$ cat config.mk
export PLATFORM = sky130hd
export DESIGN_NAME = mem_read_arbiter
export DESIGN_NICKNAME = d
export VERILOG_FILES = /design/src/rtl/mem_arb_pkg.sv /design/src/rtl/mem_read_arbiter_rr_picker.sv /design/src/rtl/mem_read_arbiter.sv
export SDC_FILE = /design/constraint.sdc
export NUM_CORES = 1
export LEC_CHECK = 0
export BUFFER_PORTS_ARGS = -buffer_cell sky130_fd_sc_hd__buf_2
export CORE_AREA = 2 2 86 88
export DETAILED_ROUTE_END_ITERATION = 6
export DIE_AREA = 0 0 88 90
export GPL_TIMING_DRIVEN = 0
export PLACE_DENSITY = 0.75
export RECOVER_POWER = 25
export SLEW_MARGIN = 30
export SYNTH_ARGS = -nofsm -noshare
export SYNTH_HDL_FRONTEND = slang
export SYNTH_HIERARCHICAL = 1
export SYNTH_SLANG_ARGS = --single-unit
$ cat constraint.sdc
create_clock -name clk -period 1.7 [get_ports clk]
set_input_delay 0.17 -clock clk [delete_from_list [all_inputs] [get_ports clk]]
set_output_delay 0.17 -clock clk [all_outputs]
set_load 0.05 [all_outputs]
$ cat src/rtl/mem_arb_pkg.sv
// Shared types for the memory read arbiter.
// Arbitration policy selected by the READ_ARB_RR_EN macro (see rr_picker).
package mem_arb_pkg;

  typedef enum logic [0:0] {
    IDLE  = 1'b0,
    ISSUE = 1'b1
  } arb_state_t;

  localparam int ARB_ID_W = 4;

  // Increment an index modulo n (used for the round-robin pointer).
  function automatic int wrap_inc(input int v, input int n);
    return ((v + 1) >= n) ? 0 : (v + 1);
  endfunction

endpackage

$ cat src/rtl/mem_read_arbiter_rr_picker.sv
// Request picker: one-hot grant plus index from a request vector.
// With READ_ARB_RR_EN defined the search starts at ptr (round-robin);
// otherwise the lowest requesting index wins and no pointer port exists.
module rr_picker #(
  parameter int N     = 2,
  parameter int IDX_W = $clog2(N)
) (
  input  logic [N-1:0]     req,
`ifdef READ_ARB_RR_EN
  input  logic [IDX_W-1:0] ptr,
`endif
  output logic [N-1:0]     grant,
  output logic [IDX_W-1:0] idx,
  output logic             any
);

`ifdef READ_ARB_RR_EN
  // Rotating search: first requester at or after the pointer wins.
  always_comb begin
    logic [IDX_W-1:0] j;
    grant = '0;
    idx   = '0;
    any   = 1'b0;
    j     = '0;
    for (int off = 0; off < N; off++) begin
      j = IDX_W'((int'(ptr) + off) % N);
      if (!any && req[j]) begin
        any      = 1'b1;
        grant[j] = 1'b1;
        idx      = j;
      end else begin
        any = any;
      end
    end
  end
`else
  // Fixed priority: lowest requesting index wins.
  always_comb begin
    grant = '0;
    idx   = '0;
    any   = 1'b0;
    for (int i = 0; i < N; i++) begin
      if (!any && req[i]) begin
        any      = 1'b1;
        grant[i] = 1'b1;
        idx      = IDX_W'(i);
      end else begin
        any = any;
      end
    end
  end
`endif

endmodule

$ cat src/rtl/mem_read_arbiter.sv
// N-master AXI read-channel arbiter with bounded outstanding bursts.
// AR winners are registered onto the downstream port tagged with the
// master index; R beats are routed back combinationally by s_rid.
// Define READ_ARB_RR_EN for round-robin arbitration (fixed priority otherwise).
`ifndef ADDR_WIDTH
`define ADDR_WIDTH 32
`endif
`ifndef DATA_WIDTH
`define DATA_WIDTH 32
`endif

module mem_read_arbiter
  import mem_arb_pkg::*;
#(
  parameter int NUM_MASTERS     = 2,
  parameter int MAX_OUTSTANDING = 4,
  parameter int ADDR_W          = `ADDR_WIDTH,
  parameter int DATA_W          = `DATA_WIDTH
) (
  input  logic                            clk,
  input  logic                            rst_n,
  input  logic [NUM_MASTERS-1:0]          m_arvalid,
  output logic [NUM_MASTERS-1:0]          m_arready,
  input  logic [4*NUM_MASTERS-1:0]        m_arlen,
  input  logic [ADDR_W*NUM_MASTERS-1:0]   m_araddr,
  output logic [NUM_MASTERS-1:0]          m_rvalid,
  output logic [NUM_MASTERS-1:0]          m_rlast,
  input  logic [NUM_MASTERS-1:0]          m_rready,
  output logic [DATA_W-1:0]               m_rdata,
  output logic                            s_arvalid,
  input  logic                            s_arready,
  output logic [ARB_ID_W-1:0]             s_arid,
  output logic [3:0]                      s_arlen,
  output logic [ADDR_W-1:0]               s_araddr,
  input  logic                            s_rvalid,
  input  logic                            s_rlast,
  input  logic [ARB_ID_W-1:0]             s_rid,
  input  logic [DATA_W-1:0]               s_rdata,
  output logic                            s_rready,
  output logic                            rid_err
);

  localparam int IDX_W = $clog2(NUM_MASTERS);
  localparam int CNT_W = $clog2(MAX_OUTSTANDING + 1);

  typedef logic [IDX_W-1:0] master_idx_t;

  arb_state_t             state;
  logic [CNT_W-1:0]       out_cnt;
  logic [NUM_MASTERS-1:0] pick_grant;
  master_idx_t            pick_idx;
  logic                   pick_any;
  logic                   grant_en;
  logic                   ar_done;
  logic                   r_done;
  logic                   rid_ok;
  logic [3:0]             sel_len;
  logic [ADDR_W-1:0]      sel_addr;

`ifdef READ_ARB_RR_EN
  master_idx_t            rr_ptr;
`endif

  rr_picker #(
    .N     (NUM_MASTERS),
    .IDX_W (IDX_W)
  ) u_picker (
    .req   (m_arvalid),
`ifdef READ_ARB_RR_EN
    .ptr   (rr_ptr),
`endif
    .grant (pick_grant),
    .idx   (pick_idx),
    .any   (pick_any)
  );

  // Grant only from IDLE with room for another burst; held off while in reset.
  assign grant_en  = rst_n && (state == IDLE) && (out_cnt < CNT_W'(MAX_OUTSTANDING)) && pick_any;
  assign m_arready = grant_en ? pick_grant : '0;
  assign ar_done   = (state == ISSUE) && s_arready;
  // Late beats of abandoned bursts must not push the count below zero.
  assign r_done    = s_rvalid && s_rready && s_rlast && (out_cnt != '0);
  assign m_rdata   = s_rdata;

  // Select the winning master's burst length and address.
  always_comb begin
    sel_len  = 4'd0;
    sel_addr = '0;
    for (int i = 0; i < NUM_MASTERS; i++) begin
      if (pick_idx == IDX_W'(i)) begin
        sel_len  = m_arlen[i*4 +: 4];
        sel_addr = m_araddr[i*ADDR_W +: ADDR_W];
      end else begin
        sel_len  = sel_len;
      end
    end
  end

  // Route the R beat to the lane named by s_rid; unknown IDs are sunk.
  always_comb begin
    m_rvalid = '0;
    m_rlast  = '0;
    s_rready = 1'b1;
    rid_ok   = 1'b0;
    for (int i = 0; i < NUM_MASTERS; i++) begin
      if (s_rid == ARB_ID_W'(i)) begin
        rid_ok      = 1'b1;
        m_rvalid[i] = s_rvalid;
        m_rlast[i]  = s_rlast;
        s_rready    = m_rready[i];
      end else begin
        rid_ok = rid_ok;
      end
    end
  end

  // AR state machine: capture the winner, then hold it on the downstream port.
  always_ff @(posedge clk or negedge rst_n) begin
    if (!rst_n) begin
      state     <= IDLE;
      s_arvalid <= 1'b0;
      s_arid    <= 4'd0;
      s_arlen   <= 4'd0;
      s_araddr  <= '0;
    end else begin
      case (state)
        IDLE: begin
          if (grant_en) begin
            state     <= ISSUE;
            s_arvalid <= 1'b1;
            s_arid    <= ARB_ID_W'(pick_idx);
            s_arlen   <= sel_len;
            s_araddr  <= sel_addr;
          end else begin
            state <= IDLE;
          end
        end
        ISSUE: begin
          if (s_arready) begin
            state     <= IDLE;
            s_arvalid <= 1'b0;
          end else begin
            state <= ISSUE;
          end
        end
        default: begin
          state     <= IDLE;
          s_arvalid <= 1'b0;
        end
      endcase
    end
  end

  // Outstanding burst count: +1 on AR handshake, -1 on a completed last beat.
  always_ff @(posedge clk or negedge rst_n) begin
    if (!rst_n) begin
      out_cnt <= '0;
    end else begin
      case ({ar_done, r_done})
        2'b10:   out_cnt <= out_cnt + CNT_W'(1);
        2'b01:   out_cnt <= out_cnt - CNT_W'(1);
        default: out_cnt <= out_cnt;
      endcase
    end
  end

  // Sticky flag for beats carrying an ID with no matching master.
  always_ff @(posedge clk or negedge rst_n) begin
    if (!rst_n) begin
      rid_err <= 1'b0;
    end else if (s_rvalid && !rid_ok) begin
      rid_err <= 1'b1;
    end else begin
      rid_err <= rid_err;
    end
  end

`ifdef READ_ARB_RR_EN
  // Round-robin pointer moves just past each granted master.
  always_ff @(posedge clk or negedge rst_n) begin
    if (!rst_n) begin
      rr_ptr <= '0;
    end else if (grant_en) begin
      rr_ptr <= master_idx_t'(wrap_inc(int'(pick_idx), NUM_MASTERS));
    end else begin
      rr_ptr <= rr_ptr;
    end
  end
`endif

endmodule

# Word level (Yosys, flattened, before mapping)
# Cells that the tools add are included.
# word_totals
input_bits,117
out_inout_bits,81
register_bits,43
# classes
n_lt_le_gt_ge,1
add_sub_neg,2
n_eq_ne,5
bitwise_logic,1
n_reduce_logical,16
muxes,21
# ops
operator,count
$mux 32,1
$mux 1,15
$logic_and 1x1->1,9
$pmux 3 s2,1
$eq 4x1->1 const B,1
$logic_not 4->1,1
$mux 4,1
$ne 2x2->1 const B,2
$pmux 1 s2,2
$reduce_and 2->1,2
$add 3x1->3 const B,1
$lt 3x3->1 const B,1
$reduce_bool 3->1,1
$sub 3x1->3 const B,1
$eq 2x1->1 const B,1
$eq 2x2->1 const B,1
$logic_not 1->1,2
$mux 2,1
$reduce_bool 2->1,1
$not 1->1,1

# Longest topological paths before layout
# Gate-level depths: netlist of the first run.
# logic_depth
depth_word,8
depth_mapped,8
depth_no_buf,8

# Hierarchy
# Netlist of the first run, hierarchy kept.
# by_module_without_submodules
mod,area_per_inst_um2,seq_area_each_um2,instances,cells_per_inst
mem_read_arbiter,2334.7,1076.0,1,229
rr_picker,27.5,0.0,1,4

# Least setup slack after synthesis of the first run
# No wires, ideal clock.
# synth_path
path_type,input to output
from,input s_rid[3]
to,output m_rlast[0]
path_stages,2
required_time_ns,1.530
t_arrival_ns,1.754
setup_slack_ns,-0.224
n_path_buf,0
path_cell_list,or3_1 > nor3b_1
# synth_via
elab_chain_cells,2
# synth_lines
element,line_no,text
from (decl),mem_read_arbiter.sv:37,"input logic [ARB_ID_W-1:0] s_rid,"
$logic_not 4->1,mem_read_arbiter.sv:106,if (s_rid == ARB_ID_W'(i)) begin
$mux 1,mem_read_arbiter.sv:106,
to (decl),mem_read_arbiter.sv:27,"output logic [NUM_MASTERS-1:0] m_rlast,"
# Every way passes these cells.

# Worst setup path after layout of the first run
# layout_path
from,register out_cnt[2]
to,register out_cnt[2]
# layout_via
elab_chain_cells,4
word_cells_on_any_way,8
cone_classes,add/sub: 2; eq/ne: 2; mux: 1; reduce/logical: 3
# layout_lines
element,line_no,text
from (decl),mem_read_arbiter.sv:49,logic [CNT_W-1:0] out_cnt;
from (signal assigned),mem_read_arbiter.sv:160,2'b10: out_cnt <= out_cnt + CNT_W'(1);
from (signal assigned),mem_read_arbiter.sv:161,2'b01: out_cnt <= out_cnt - CNT_W'(1);
from (signal assigned),mem_read_arbiter.sv:162,default: out_cnt <= out_cnt;
"parallel branches: the longest is 4 deep, another holds $sub 3x1->3",-,
# Several ways; the timed one is not identified.
# A chain may end at the register's enable or synchronous reset.

==> results of run 1 <==
==> through the flow <==
stage	utilization	hold WS (ps)	cells	power, W	setup TNS [ps]
CTS	0.496	-115	510	0.00603	-31.2
global placement	0.471	384	496	0.00515	-11780
global route	0.497	-184	509	0.00630	-227
detailed placement	0.471	207	496	0.00522	-612
finish	0.497	-214	509	0.00595	0
floorplan	-	-126	235	0.00437	-448
==> worst max-delay path: stages, from the launching register on <==
cell	delay, ps
dfrtp_1	400
o311ai_2	120
a21oi_2	130
ha_2	200
inv_2	40
fa_2	330
xor2_1	140
nor2_1	110
xor2_1	140
==> final cells by class <==
class / count / area (µm²)
fillers: 668 / 3530
flip-flops and latches: 43 / 1080
multi-input cells: 138 / 920
repair buffers: 168 / 882
plain buffers: 49 / 369
well taps: 99 / 124
clock buffers: 8 / 100
inverters: 4 / 15.0
==> state kept, by name, indices dropped and copies added (netlist names) <==
name / count
s_arid: 1
rid_err: 1
s_arvalid: 1
out_cnt: 3
s_arlen: 4
state: 1
s_araddr: 32
==> cell usage after synthesis (all sizes together), types with 2 or more instances <==
library cell  instances
a21o                  3
a21oi                37
and2                  2
and3                  2
buf                  50
dfrtp                43
inv                   4
mux2i                38
nand2                 2
nor2                 37
nor3b                 2
xor2                  2
==> power groups by stage <==
stage                     registers (W)  logic (W)  clock network, W
after floorplan                 0.00333    0.00104                 0
after global placement          0.00177    0.00338                 0
after detailed placement        0.00178    0.00344                 0
after CTS                       0.00176    0.00354          0.000727
after global routing            0.00182    0.00370          0.000775
final                           0.00176    0.00350          0.000695
==> logic make-up (layout without fill, tap and decap cells) <==
family          after synthesis  in the layout  share of synthesized area
fa+ha+maj                     2              2                     0.0138
mux                          39             39                      0.166
flops                        43             43                      0.456
compound gates               41             41                     0.0916
xor+xnor                      3              3                     0.0111
simple gates                 50             50                     0.0932
other cells                   1              3                    0.00159
buf+inv                      54            229                      0.167
==> path summary, 6_finish.rpt <==
path / start / to / cells past startpoint
max in group asynchronous: rst_n / s_arlen[1] / 1
min in group clk: s_rvalid / rid_err / 2
setup / recovery: out_cnt[2] / out_cnt[2] / 8
hold reg to reg: rid_err / rid_err / 1
setup reg to reg: out_cnt[2] / out_cnt[2] / 8
hold / removal: rst_n / s_araddr[22] / 1
==> routing by layer <==
metal | GRT usage | vias to the layer above | wire length [µm]
met5 | 0 | - | 0
met4 | 0.0346 | 0 | 38
met3 | 0.0331 | 4 | 468
met2 | 0.277 | 107 | 3230
met1 | 0.163 | 1006 | 2400
li1 | - | 1091 | -
==> timing repair <==
action / CTS / global route
endpoints found under the setup margin: 4 / 5
gates resized for setup: 12 / 3
setup buffers: 6 / 1
endpoints found under the hold margin: 43 / 43
pin swaps: 7 / 5
==> impl_metrics.py, run 1 <==
metrics = {
    "floorplanning": {
        "ioPinCount": 198,
        "die_y_um": 90,
        "coreArea_um2": 7020,
        "die_w_um": 88,
        "rows": 31,
        "initial_core_util": 0.336,
        "die-area_um2": 7920,
    },
    "power": {
        "p_switching_w": 0.00311,
        "p_int_w": 0.00284,
        "p_clk_frac": 0.117,
        "vdd_drop_max_uv": 705,
        "seqPwrFrac": 0.296,
        "leakagePower_nw": 1.82,
        "swShare": 0.523,
        "comb_power_share": 0.587,
        "p_per_area_nw_per_um2": 1710,
    },
    "hold_path": {
        "min_path_type": "in -> async",
    },
    "worst_setup_path": {
        "arrival_ps": 1900,
        "crit_path_start_kind": "flip-flop",
        "cp_max_fo": 3,
        "crit_required_ps": 1920,
        "cp-end-kind": "flip-flop",
        "crit_type": "reg -> reg",
        "r2r_slack_ps": 20,
    },
    "clock_network": {
        "cts_root_buffer": "clkbuf_8",
        "cts_tree": "yes",
        "cts_max_level": 2,
        "cts_made_buffers": 5,
        "worstSkewPairLatency_ps": 290,
        "clock_path_buffers": 2,
        "clk_pin_slew_worst_paths_ps": 80,
        "clock-sinks": 43,
    },
    "route": {
        "ant_nets": 0,
        "wl_per_cell_um": 12.0,
        "drt-total-wl_mm": 6.13,
        "vias": 2208,
        "drtIter0Drc": 35,
        "vias_per_cell": 4.34,
        "first_pass_iters": 4,
        "post-route-drc-count": 0,
    },
    "place": {
        "post-dp-hpwl_mm": 4.72,
        "placed_area_um2": 3310,
        "place_ws_ps": -178,
        "port_buffers": 162,
        "globalplace.congestion": 0.732,
    },
    "sta": {
        "whs_ps": -214,
        "clock.fmax_ghz": 0.596,
        "layout_min_cycle_time_ps": 1680,
        "setup_ws_ps": 22.4,
        "slew_violations": 0,
        "clock_skew_ps": 5.48,
        "grt_setup_unrepaired": "true",
        "hold_viol_final": 43,
        "fin_crit_sh": 0.987,
        "setup_viol": 0,
    },
    "logic_synthesis": {
        "syn_area_per_cell_um2": 10.1,
        "synth_ff_type": "dfrtp_1",
        "synthCells": 233,
        "ys_seq_elements": 43,
        "yosysSeqAreaShare": 0.456,
        "netlist_top_cells_area": "dfrtp_1 46%, mux2i_1 16%, buf_4 13%",
        "ys_warn_count": 6,
        "synth_edf_count": 0,
        "synth_cell_types": 25,
        "netlist_area_um2": 2360,
        "synthArstFlopShare": 1.00,
        "synth_top_area_frac": 0.456,
        "yosys.area.top_type": "dfrtp_1",
    },
    "grt": {
        "grt_use_total": 0.147,
        "grt_max_degree": 45,
        "grt_first_pass_wirelength_mm": 9.29,
        "antenna_found_initial": 0,
        "overflow": 0,
        "grt_pass1_vias": 2048,
    },
    "run": {
        "cap_viol_max_count": 0,
    },
    "cells_and_area": {
        "final_common_cell": "buf_2",
        "final_layout_size_suffix_gt1_frac": 0.563,
        "antennaDiodeCount": 0,
        "num-nets-final": 528,
        "design_area_um2": 3490,
        "final_cell_mix": "163 x buf_2, 48 x buf_4, 43 x dfrtp_1, 38 x mux2i_1, 37 x nor2_1",
        "area_growth_pct": 47.6,
    },
    "outcome": {
        "violations": "hold timing",
        "status": "finished, violations left",
    },
}
Note: power is estimated with default switching activity, not from simulation.
==> run 2: changes to the inputs <==
Settings changed: ABC_AREA from default to 1, CORE_AREA 2 2 86 88 to 2 2 84 86, DIE_AREA 0 0 88 90 to 0 0 86 88, PLACE_DENSITY 0.75 to 0.79.
Clock period 1.7 ns to 1.6 ns, I/O delays scaled along.
==> impl_metrics.py, run 2 <==
metrics = {
    "grt": {
        "grt_use_total": 0.179,
        "grt_max_degree": 46,
        "grt_first_pass_wirelength_mm": 10.8,
        "antenna_found_initial": 0,
        "grt_pass1_vias": 2527,
        "overflow": 0,
    },
    "route": {
        "vias_per_cell": 4.38,
        "ant_nets": 0,
        "drt-total-wl_mm": 6.96,
        "wl_per_cell_um": 11.0,
        "drtIter0Drc": 71,
        "vias": 2780,
        "first_pass_iters": 4,
        "post-route-drc-count": 0,
    },
    "cells_and_area": {
        "final_util": 0.563,
        "num-nets-final": 672,
        "final_common_cell": "buf_2",
        "largest_reg_flops": 32,
        "antennaDiodeCount": 0,
        "final_layout_size_suffix_gt1_frac": 0.442,
        "reg.largest.list": "s_araddr: 32 flops, s_arlen: 4 flops, out_cnt: 3 flops",
        "nFillCells": 632,
        "top_register": "s_araddr",
        "multiInputGateArea_um2": 985,
        "regArea_um2": 1080,
        "final_cell_mix": "168 x buf_2, 159 x nand2_1, 49 x inv_1, 47 x buf_4, 43 x dfrtp_1",
        "design_area_um2": 3740,
        "area_growth_pct": 44.7,
    },
    "logic_synthesis": {
        "synth_top_area_frac": 0.416,
        "netlist_top_cells_area": "dfrtp_1 42%, nand2_1 23%, buf_4 11%",
        "synth_cell_types": 16,
        "synthCells": 372,
        "synthArstFlopShare": 1.00,
        "yosys.area.top_type": "dfrtp_1",
        "synth_ff_type": "dfrtp_1",
        "synth_edf_count": 0,
        "yosysMostFrequentCell": "nand2_1",
        "netlist_area_um2": 2590,
        "ys_seq_elements": 43,
        "ys_warn_count": 6,
        "yosysSeqAreaShare": 0.416,
        "synth_common_cells": "161 x nand2_1, 54 x inv_1, 43 x dfrtp_1, 38 x o21ai_0, 37 x buf_4",
        "syn_area_per_cell_um2": 6.96,
    },
    "sta": {
        "clock.fmax_ghz": 0.630,
        "clock_skew_ps": 3.27,
        "setup_viol": 0,
        "relSlewSlack": 0.608,
        "finalSetupTns_ps": 0,
        "layout_min_cycle_time_ps": 1590,
        "fin_crit_sh": 0.992,
        "slew_violations": 0,
        "setup_ws_ps": 12.6,
        "grt_setup_unrepaired": "true",
        "whs_ps": -223,
        "tightest_slew_ps": 586,
        "hold_viol_final": 43,
    },
    "clock_network": {
        "cts_made_buffers": 5,
        "clock-sinks": 43,
        "worstSkewPairLatency_ps": 290,
        "cts_max_level": 2,
        "clk_pin_slew_worst_paths_ps": 80,
        "cts_root_buffer": "clkbuf_8",
        "cts_tree": "yes",
        "clock_path_buffers": 2,
    },
    "worst_setup_path": {
        "cp-end-kind": "flip-flop",
        "crit_family": "adder cells",
        "crit_path_start_kind": "flip-flop",
        "crit_top_cell": "nand3_2",
        "path_buf_inv": 2,
        "arrival_ps": 1770,
        "crit_required_ps": 1780,
        "cp_max_fo": 2,
        "path_cells": "inv_2, nand3_2, nand3_2, nor2_2, ha_2, inv_2, fa_2, nand2_2, nand3_2, nand2_1, nand2_1",
        "crit_path_max_incr_delay_ps": 380,
        "crit_slowest_cell": "dfrtp_1",
        "crit_type": "reg -> reg",
    },
    "floorplanning": {
        "coreArea_um2": 6640,
        "ioPinCount": 198,
        "die_y_um": 88,
        "die-area_um2": 7570,
        "rows": 30,
        "die_w_um": 86,
        "initial_core_util": 0.389,
    },
    "run": {
        "cap_viol_max_count": 0,
    },
    "hold_path": {
        "min_path_type": "in -> async",
    },
    "place": {
        "place_ws_ps": -680,
        "post-dp-hpwl_mm": 5.47,
        "placed_area_um2": 3510,
        "port_buffers": 162,
        "globalplace.congestion": 0.803,
    },
    "outcome": {
        "status": "finished, violations left",
        "violations": "hold timing",
    },
    "power": {
        "p_per_area_nw_per_um2": 1690,
        "leakagePower_nw": 2.33,
        "vdd_drop_max_uv": 1060,
    },
}
-- run 2: changes by cell type after synthesis, sizes merged, moves of 3 or more --
cell,previous run,this run
nand2,2,161
a21oi,37,0
inv,4,54
nand3,0,6
o21ai,0,38
a21o,3,0
mux2i,38,0
nor2,37,11
-- run 2: power breakdown --
| group | internal, W | total (W) | leakage, nW | switching (W) |
|---|---|---|---|---|
| clock network | 0.000394 | 0.000747 | 0.0515 | 0.000353 |
| registers | 0.00158 | 0.00184 | 0.532 | 0.000267 |
| logic | 0.000998 | 0.00372 | 1.75 | 0.00272 |
| total | 0.00297 | 0.00631 | 2.33 | 0.00334 |
-- run 2: cell type report --
class,count,area share
timing repair buffer,172,0.242
tap,80,0.0267
sequential,43,0.287
multi-input combinational,225,0.263
buffer,52,0.100
clock buffer,8,0.0267
inverter,54,0.0541
-- run 2: worst reg2reg max path: stages, from the launching register on --
cell and delay [ps]:
dfrtp_1 380, inv_2 60, nand3_2 70, nand3_2 60, nor2_2 80, ha_2 180, inv_2 50, fa_2 350
nand2_2 90, nand3_2 60, nand2_1 60, nand2_1 50
-- run 2: final timing paths --
kind | startpoint | endpoint | slack [ps] | depth (start not counted)
worst max register to register | out_cnt[0] | out_cnt[2] | 10 | 11
worst max-delay path | out_cnt[0] | out_cnt[2] | 10 | 11
max in group asynchronous | rst_n | s_araddr[7] | 1530 | 1
worst min-delay path | rst_n | s_arlen[0] | -220 | 1
min in group clk | s_arready | state | 80 | 2
worst min register to register | rid_err | rid_err | 470 | 2
-- run 2: metrics by stage --
step	power, W	cells
finish	0.00631	634
global route	0.00669	634
CTS	0.00630	630
detailed placement	0.00538	616
global placement	0.00530	616
floorplan	0.00449	374
-- run 2: what timing repair did --
action | in CTS | in global routing
pin swaps | 8 | 5
hold endpoints to repair | 43 | 43
resized for setup | 17 | 5
setup buffers | 6 | 4
endpoints found under the setup margin | 42 | 6
-- run 2: kinds of logic (layout without fill, tap and decap cells) --
| group | after synthesis | in the layout | synth area share |
|---|---|---|---|
| buf+inv | 106 | 286 | 0.221 |
| xor+xnor | 1 | 1 | 0.00339 |
| other cells | 1 | 3 | 0.00145 |
| simple gates | 181 | 181 | 0.272 |
| fa+ha+maj | 2 | 2 | 0.0126 |
| compound gates | 38 | 38 | 0.0735 |
| flops | 43 | 43 | 0.416 |
-- run 2: metal layers --
| metal | vias up | track usage | wire, µm |
|---|---|---|---|
| met5 | - | 0 | 0 |
| met4 | 0 | 0.0620 | 78 |
| met3 | 8 | 0.0368 | 418 |
| met2 | 99 | 0.317 | 3740 |
| met1 | 1251 | 0.215 | 2720 |
| li1 | 1422 | - | - |
==> run 3: changes to the inputs <==
Settings changed: SYNTH_HIERARCHICAL 1 to default.
==> impl_metrics.py, run 3 <==
metrics = {
    "route": {
        "met1Wirelength_mm": 2.93,
        "post-route-drc-count": 0,
        "drtIter0Drc": 112,
        "dr_wl_met2_mm": 3.88,
        "wl_met3_um": 495,
        "ant_nets": 0,
        "first_pass_iters": 4,
        "vias": 2858,
        "highest_layer": "met4",
        "drt-total-wl_mm": 7.35,
        "vias_per_cell": 4.51,
        "wl_per_cell_um": 11.6,
    },
    "sta": {
        "setup_ws_ps": -17.1,
        "clock.fmax_ghz": 0.618,
        "hold_viol_final": 43,
        "layout_min_cycle_time_ps": 1620,
        "grt_setup_unrepaired": "true",
        "finalSetupTns_ps": -17.1,
        "clock_skew_ps": 5.56,
        "slew_violations": 0,
        "setup_viol": 1,
        "whs_ps": -212,
        "fin_crit_sh": 1.01,
    },
    "clock_network": {
        "clock-sinks": 43,
        "worstSkewPairLatency_ps": 290,
        "cts_tree": "yes",
        "cts_root_buffer": "clkbuf_8",
        "cts_max_level": 2,
        "clock_path_buffers": 2,
        "cts_made_buffers": 5,
        "clk_pin_slew_worst_paths_ps": 70,
    },
    "logic_synthesis": {
        "synthArstFlopShare": 1.00,
        "netlist_top_cells_area": "dfrtp_1 41%, nand2_1 28%, buf_4 11%",
        "yosys.area.top_type": "dfrtp_1",
        "synth_common_cells": "194 x nand2_1, 43 x dfrtp_1, 42 x nand3_1, 38 x buf_4, 15 x inv_1",
        "netlist_area_um2": 2630,
        "synth_top_area_frac": 0.409,
        "synth_cell_types": 21,
        "yosysSeqAreaShare": 0.409,
        "syn_area_per_cell_um2": 7.06,
        "ys_seq_elements": 43,
        "synth_edf_count": 0,
        "synthCells": 373,
        "synth_ff_type": "dfrtp_1",
        "ys_warn_count": 0,
        "yosysMostFrequentCell": "nand2_1",
    },
    "place": {
        "post-dp-hpwl_mm": 5.64,
        "globalplace.congestion": 0.777,
        "placed_area_um2": 3550,
        "port_buffers": 162,
        "placed_cells": 617,
    },
    "cells_and_area": {
        "num-nets-final": 672,
        "reg.largest.list": "s_araddr: 32 flops, s_arlen: 4 flops, out_cnt: 3 flops",
        "final_cell_mix": "192 x nand2_1, 167 x buf_2, 47 x buf_4, 43 x dfrtp_1, 38 x nand3_1",
        "largest_reg_flops": 32,
        "regArea_um2": 1080,
        "instances_no_fill": 634,
        "design_area_um2": 3790,
        "multiInputGateArea_um2": 1150,
        "final_layout_size_suffix_gt1_frac": 0.457,
        "area_growth_pct": 43.8,
        "nFillCells": 641,
        "final_util": 0.570,
        "top_register": "s_araddr",
        "final_common_cell": "nand2_1",
        "antennaDiodeCount": 0,
    },
    "outcome": {
        "status": "finished, violations left",
        "violations": "hold timing, setup timing",
    },
    "grt": {
        "overflow": 0,
        "grt_pass1_vias": 2649,
        "antenna_found_initial": 0,
        "grt_first_pass_wirelength_mm": 11.7,
        "grt_max_degree": 46,
        "grt_use_total": 0.193,
    },
    "worst_setup_path": {
        "cp_max_fo": 2,
        "crit_type": "reg -> reg",
        "cp-end-kind": "flip-flop",
        "crit_path_start_kind": "flip-flop",
        "arrival_ps": 1800,
        "crit_required_ps": 1780,
    },
    "power": {
        "p_per_area_nw_per_um2": 1780,
        "leakagePower_nw": 2.37,
        "vdd_drop_max_uv": 911,
    },
    "floorplanning": {
        "die_w_um": 86,
        "die-area_um2": 7570,
        "rows": 30,
        "die_y_um": 88,
        "initial_core_util": 0.396,
        "ioPinCount": 198,
        "coreArea_um2": 6640,
    },
    "run": {
        "cap_viol_max_count": 0,
    },
    "hold_path": {
        "min_path_type": "in -> async",
    },
}
-- run 3: worst paths after layout --
path,startpoint,endpoint,slack (ps),cells after the start
worst min-delay path,rst_n,s_araddr[13],-210,1
max in group asynchronous,rst_n,out_cnt[2],1530,1
worst max-delay path,out_cnt[1],out_cnt[2],-20,11
worst min register to register,s_araddr[18],s_araddr[18],480,2
worst max register to register,out_cnt[1],out_cnt[2],-20,11
min in group clk,s_arready,state,70,2
-- run 3: metrics by stage --
step | total power [W] | hold WS [ps] | worst slack, ps
final | 0.00672 | -212 | -17.1
after global routing | 0.00713 | -194 | -124
after CTS | 0.00671 | -209 | -13.7
after detailed placement | 0.00576 | 378 | -546
after global placement | 0.00569 | 362 | -480
after floorplan | 0.00481 | -136 | 8.28
-- run 3: what timing repair did --
action | in CTS | in global routing
endpoints found under the hold margin | 43 | 43
setup endpoints to repair | 4 | 4
resized for setup | 22 | 4
buffers inserted | 7 | 2
pin swaps | 7 | 2
-- run 3: critical path, cell delays in order, from the launching register on --
cell	delay [ps]
dfrtp_1	380
inv_2	50
nand3_2	80
nand3_2	60
nor2_2	90
ha_2	190
inv_2	50
fa_2	350
nand2_2	90
nand3_2	50
nand2_1	60
nand2_1	50
-- run 3: per-layer routing --
layer	GRT usage	vias to the layer above
met4	0.0303	0
met1	0.226	1262
li1	-	1459
met5	0	-
met2	0.371	131
met3	0.0368	6
-- run 3: cell families after synthesis --
kind of cell / after synthesis / synth area share
DFF: 43 / 0.409
and+or+nand+nor: 252 / 0.391
AOI/OAI and AO/OA: 3 / 0.00666
adders and majority gates: 2 / 0.0124
buffers and inverters: 71 / 0.176
xor gates and xnor gates: 1 / 0.00333
other: 1 / 0.00142
-- run 3: area by class of cell --
type,count,area share
sequential,43,0.284
timing repair buffer,171,0.236
multi-input combinational,261,0.303
tap,80,0.0264
inverter,18,0.0178
buffer,53,0.106
clock buffer,8,0.0264
-- run 3: power by group --
| part | switching, W | total (W) | internal [W] |
|---|---|---|---|
| Combinational | 0.00299 | 0.00406 | 0.00107 |
| Sequential | 0.000292 | 0.00192 | 0.00163 |
| Clock | 0.000352 | 0.000746 | 0.000394 |
